File: src/rtl/serial_subtractor.sv
// serial_subtractor
//   Bit-serial unsigned subtractor: d = a - b (mod 2^WIDTH) with a final borrow.
//   A single full-subtractor cell consumes one operand bit per clock, LSB first.
//   A start/busy/done handshake lets a controller launch an operation and
//   collect the result later.
//
// Ports
//   clk    in   clock, rising edge
//   rst    in   asynchronous active-high reset; clears state and outputs
//   start  in   launch request, honoured only while idle
//   a      in   WIDTH-bit minuend, captured with start
//   b      in   WIDTH-bit subtrahend, captured with start
//   busy   out  high while bits are being processed
//   done   out  one-cycle pulse when d/bo are updated
//   d      out  WIDTH-bit difference, held until the next completion
//   bo     out  borrow out of the MSB (1 iff a < b unsigned)
module serial_subtractor #(
  parameter int WIDTH = 4
) (
  input  logic             clk,
  input  logic             rst,
  input  logic             start,
  input  logic [WIDTH-1:0] a,
  input  logic [WIDTH-1:0] b,
  output logic             busy,
  output logic             done,
  output logic [WIDTH-1:0] d,
  output logic             bo
);

  localparam int CW = $clog2(WIDTH) + 1;

  localparam logic [1:0] S_IDLE = 2'd0;
  localparam logic [1:0] S_RUN  = 2'd1;
  localparam logic [1:0] S_DONE = 2'd2;

  // Full-subtractor cell: returns {borrow_out, diff_bit}.
  function automatic logic [1:0] full_sub(input logic x, input logic y, input logic bin);
    logic diff_bit;
    logic bout;
    diff_bit = x ^ y ^ bin;
    bout     = (~x & y) | (~(x ^ y) & bin);
    return {bout, diff_bit};
  endfunction

  logic [1:0]       state_q, state_d;
  logic [WIDTH-1:0] sa_q, sa_d;
  logic [WIDTH-1:0] sb_q, sb_d;
  logic [WIDTH-1:0] sd_q, sd_d;
  logic             br_q, br_d;
  logic [CW-1:0]    cnt_q, cnt_d;
  logic [WIDTH-1:0] res_q, res_d;
  logic             bo_q, bo_d;

  logic             dbit;
  logic             br_nxt;
  logic [WIDTH-1:0] sd_shift;
  logic             last_bit;

  always_comb begin
    {br_nxt, dbit} = full_sub(sa_q[0], sb_q[0], br_q);
    // Result bits enter from the MSB side so that after WIDTH shifts the
    // first (LSB) difference bit has reached position 0.
    sd_shift = {dbit, sd_q[WIDTH-1:1]};
    last_bit = (cnt_q == CW'(WIDTH - 1));
  end

  always_comb begin
    state_d = state_q;
    sa_d    = sa_q;
    sb_d    = sb_q;
    sd_d    = sd_q;
    br_d    = br_q;
    cnt_d   = cnt_q;
    res_d   = res_q;
    bo_d    = bo_q;
    case (state_q)
      S_IDLE: begin
        if (start) begin
          sa_d    = a;
          sb_d    = b;
          sd_d    = '0;
          br_d    = 1'b0;
          cnt_d   = '0;
          state_d = S_RUN;
        end
      end
      S_RUN: begin
        sa_d  = sa_q >> 1;
        sb_d  = sb_q >> 1;
        sd_d  = sd_shift;
        br_d  = br_nxt;
        cnt_d = cnt_q + CW'(1);
        if (last_bit) begin
          // Publish straight from the shifted value so d is valid in DONE.
          res_d   = sd_shift;
          bo_d    = br_nxt;
          state_d = S_DONE;
        end
      end
      S_DONE: begin
        // start is deliberately ignored here; only IDLE honours it.
        state_d = S_IDLE;
      end
      default: state_d = S_IDLE;
    endcase
  end

  always_ff @(posedge clk or posedge rst) begin
    if (rst) begin
      state_q <= S_IDLE;
      sa_q    <= '0;
      sb_q    <= '0;
      sd_q    <= '0;
      br_q    <= 1'b0;
      cnt_q   <= '0;
      res_q   <= '0;
      bo_q    <= 1'b0;
    end else begin
      state_q <= state_d;
      sa_q    <= sa_d;
      sb_q    <= sb_d;
      sd_q    <= sd_d;
      br_q    <= br_d;
      cnt_q   <= cnt_d;
      res_q   <= res_d;
      bo_q    <= bo_d;
    end
  end

  assign busy = (state_q == S_RUN);
  assign done = (state_q == S_DONE);
  assign d    = res_q;
  assign bo   = bo_q;

endmodule
File: config.mk
export PLATFORM = sky130hd
export DESIGN_NAME = serial_subtractor
export DESIGN_NICKNAME = d
export VERILOG_FILES = /design/src/rtl/serial_subtractor.sv
export SDC_FILE = /design/constraint.sdc
export NUM_CORES = 1
export LEC_CHECK = 0
export CAP_MARGIN = 0
export CORE_MARGIN = 5
export CORE_UTILIZATION = 41
export CTS_BUF_LIST = sky130_fd_sc_hd__clkbuf_2
export DETAILED_ROUTE_END_ITERATION = 6
export SLEW_MARGIN = 20
export SYNTH_ARGS = -nofsm -noshare
export SYNTH_HDL_FRONTEND = slang
export SYNTH_SLANG_ARGS = --single-unit
export TNS_END_PERCENT = 30
File: constraint.sdc
create_clock -name clk -period 3.3 [get_ports clk]
set_clock_uncertainty 0.2 [all_clocks]
set_input_delay 0.66 -clock clk [delete_from_list [all_inputs] [get_ports clk]]
set_output_delay 0.66 -clock clk [all_outputs]
set_load 0.02 [all_outputs]
==> results by group <==
Status
  – Status: complete, no violations

Layout
  – # fillers: approximately 250
  – P&R area growth vs syn: 19.31%
  – ANT cells: 0
  – Nets: 119
  – Multi-input logic area: approximately 470 sq um
  – Layout cells sized above 1: 22.12%
  – Fin area: around 1300 sq um
  – Register area: 550.5 sq um

Clocking
  – TritonCTS buffer count: 3
  – H-Tree Depth: 1
  – Clock sink count: 22
  – CTS max path bufs: 2
  – CTS tree: yes
  – CTS resizes: 0
  – Hold_buf cts: 0
  – Clock transition at path regs: about 0.22 ns
  – Postcts setup bufs: 0
  – Clock Latency Late Sink: 0.32 ns
  – Clock Root Buffer: clkbuf_2

Floorplan
  – Die ar.: 3880 sq um
  – CORE AREA: 2686 sq um
  – Starting Density: 41.73%
  – Die boundary width: 62.29 um
  – IO Pins: 18
  – Number of placement rows: 19
  – Die extent in y: 62.29 um

Power and ir drop
  – Pwr Total: 0.001235 W
  – P per Cell Area: 923.1 nW/um^2
  – Max IR drop VDD: 0.4920 mV
  – Leak: between 0.6 and 0.7 nW

Detailed routing
  – Final wirelength: between 1.5 and 2 mm
  – Post-DRT Antenna Nets: 0
  – Vias/cell: ~5.2
  – Initial DRC Count: 10
  – 1st-pass router iterations: 4
  – Vias: around 700
  – Drt drc: 0
  – Wire per inst: 14.23 um

Worst setup path
  – Critical path class: reg -> out
  – CP Data Arrival Time: approximately 1.7 ns
  – Worst path slowest cell: clkdlybuf4s50_1
  – CP Capture Type: output port
  – Crit-path cells: nand2b_2 > inv_2 > clkdlybuf4s50_1
  – CP startpoint kind: flip-flop
  – Max incr delay on CP: 0.63 ns
  – Top fanout value on the critical path: 8
  – Worst endpoint required time: 2.44 ns

Placement
  – Placed cell areas: 1292 sq um
  – Hpwl dp: around 1.4 mm
  – GPL Wtd Cong: 0.7963
  – Port-buffer cells: 17

Global route
  – Largest net degree at the start of global routing: 23
  – Number of global-route vias before repair: 742
  – Initial antenna violation count: 0
  – First-pass GRT wire length: 3.360 mm
  – Total global-route track usage: about a tenth
  – GRT overflow: 0

Min path
  – Min-delay worst type: reg -> reg

STA
  – Fin. max-slew vios: 0
  – Max Freq: 387.2 MHz
  – RSZ-0062 raised after global routing: no
  – Tcrit/Tclk final: between 70% and 80%
  – Setup violators final: 0
  – Tmin final: 2.583 ns
  – Tightest Pin Transition: 0.8510 ns
  – Slew headroom: 43.20%
  – Fin Setup TNS: 0 ns
  – Fin. Hold Viols: 0

Yosys
  – Synth cell types: 28
  – Flops & latches, synth: 22
  – Mapped cell area: 1121 sq um
  – Sequential share of the synthesized area: 49.11%
  – Post-Synthesis Cells: 86
  – Syn Nets: 100
  – Ys Warns: 0
  – Post-Syn Area per Cell: 13.04 sq um

Run
  – Max-Cap Viols: 0
[cell usage after synthesis, drive strengths merged]
| cell | count | area share [%] |
|---|---|---|
| inv | 14 | 4.7 |
| mux2 | 5 | 6.4 |
| nand2 | 2 | 0.67 |
| mux2i | 1 | 0.89 |
| nand2b | 1 | 0.78 |
| nor4b | 4 | 4.8 |
| a22o | 4 | 3.1 |
| nand3b | 3 | 3.1 |
| o221ai | 2 | 1.6 |
| o21bai | 1 | 1.7 |
| buf | 5 | 4.7 |
| nor2 | 2 | 0.67 |
| o2bb2ai | 2 | 1.6 |
| a221oi | 4 | 4.2 |
| or2 | 1 | 0.56 |
| fa | 1 | 1.8 |
| a211oi | 2 | 2.2 |
| nor2b | 3 | 1.7 |
| ha | 2 | 2.2 |
| dfrtp | 22 | 49 |
| nor3b | 4 | 2.7 |
| o21ba | 1 | 0.89 |
[power breakdown]
part,internal (W),total [W],switching (W)
Sequential,0.000389,0.000456,0.0000669
Clock,0.000105,0.000188,0.0000833
Combinational,0.000304,0.000591,0.000286
[cells in the final DEF (no fill, tap or decap), drive strengths merged]
master,Yosys,layout
o21ba,1,1
mux2,5,5
nand2b,1,1
ha,2,2
nand2,2,2
o2bb2ai,2,2
or2,1,1
clkbuf,0,3
buf,5,2
dfrtp,22,22
nand3b,3,3
a211oi,2,2
fa,1,1
a221oi,4,4
a22o,4,4
o221ai,2,2
nor3b,4,4
inv,14,14
mux2i,1,1
bufinv,0,1
clkdlybuf4s50,0,17
nor2,2,2
nor2b,3,3
nor4b,4,4
o21bai,1,1
[registers in the layout (all words and copies together), names as in the netlist]
signal / cells
bo: 1
br_q: 1
cnt_q: 3
d: 4
sa_q: 4
sb_q: 4
sd_q: 3
state_q: 2
[per-stage QoR]
stage | instances | worst slack [ns] | hold WS [ns] | util (%)
global placement | 131 | 1.123 | 0.2754 | 48.11
floorplan | 86 | 1.506 | 0.2561 | -
global route | 135 | 0.6052 | 0.3485 | 49.79
detailed placement | 131 | 1.109 | 0.2784 | 48.11
finish | 135 | 0.7173 | 0.3214 | 49.79
CTS | 135 | 0.6913 | 0.3282 | 49.79
[worst paths after layout]
check	slack (ns)	endpoint	start	depth (start not counted)
min in group asynchronous	0.57	d[1]	rst	2
hold reg to reg	0.32	br_q	br_q	1
max in group asynchronous	1.81	state_q[0]	rst	2
setup / recovery	0.72	busy	state_q[1]	3
hold / removal	0.32	br_q	br_q	1
setup reg to reg	1.67	d[2]	cnt_q[0]	4
[cell type report]
type	instances	area share [%]
multi-input cells	45	34.80
inverters	14	3.929
well taps	31	2.900
flip-flops and latches	22	41.16
clock buffers	3	1.123
clock inverters	1	2.245
repair buffers	19	13.84
[kinds of logic (layout without fill, tap and decap cells)]
kind of cell	count (synthesis)	in the layout	synth area share, %
AO/OA/AOI/OAI	16	16	15.29
AND/OR/NAND/NOR	20	20	14.96
multiplexers	6	6	7.255
flip-flops	22	22	49.11
adder cells (fa/ha/maj)	3	3	4.018
buffers and inverters	19	37	9.375
[routing by layer]
layer / GRT usage (%) / vias to the layer above / share of wire (%)
li1: - / 334 / -
met1: 14.24 / 344 / 48
met2: 15.41 / 19 / 45
met3: 2.703 / 6 / 4.6
met4: 5.570 / 0 / 2.8
met5: 0 / - / 0
[worst max-delay path: cells and delay by family (launching register included)]
family        cells  cell delay (ns)
simple gates      1             0.20
flops             1             0.42
buf+inv           2             0.77
Power figures use the tool's default switching activity.
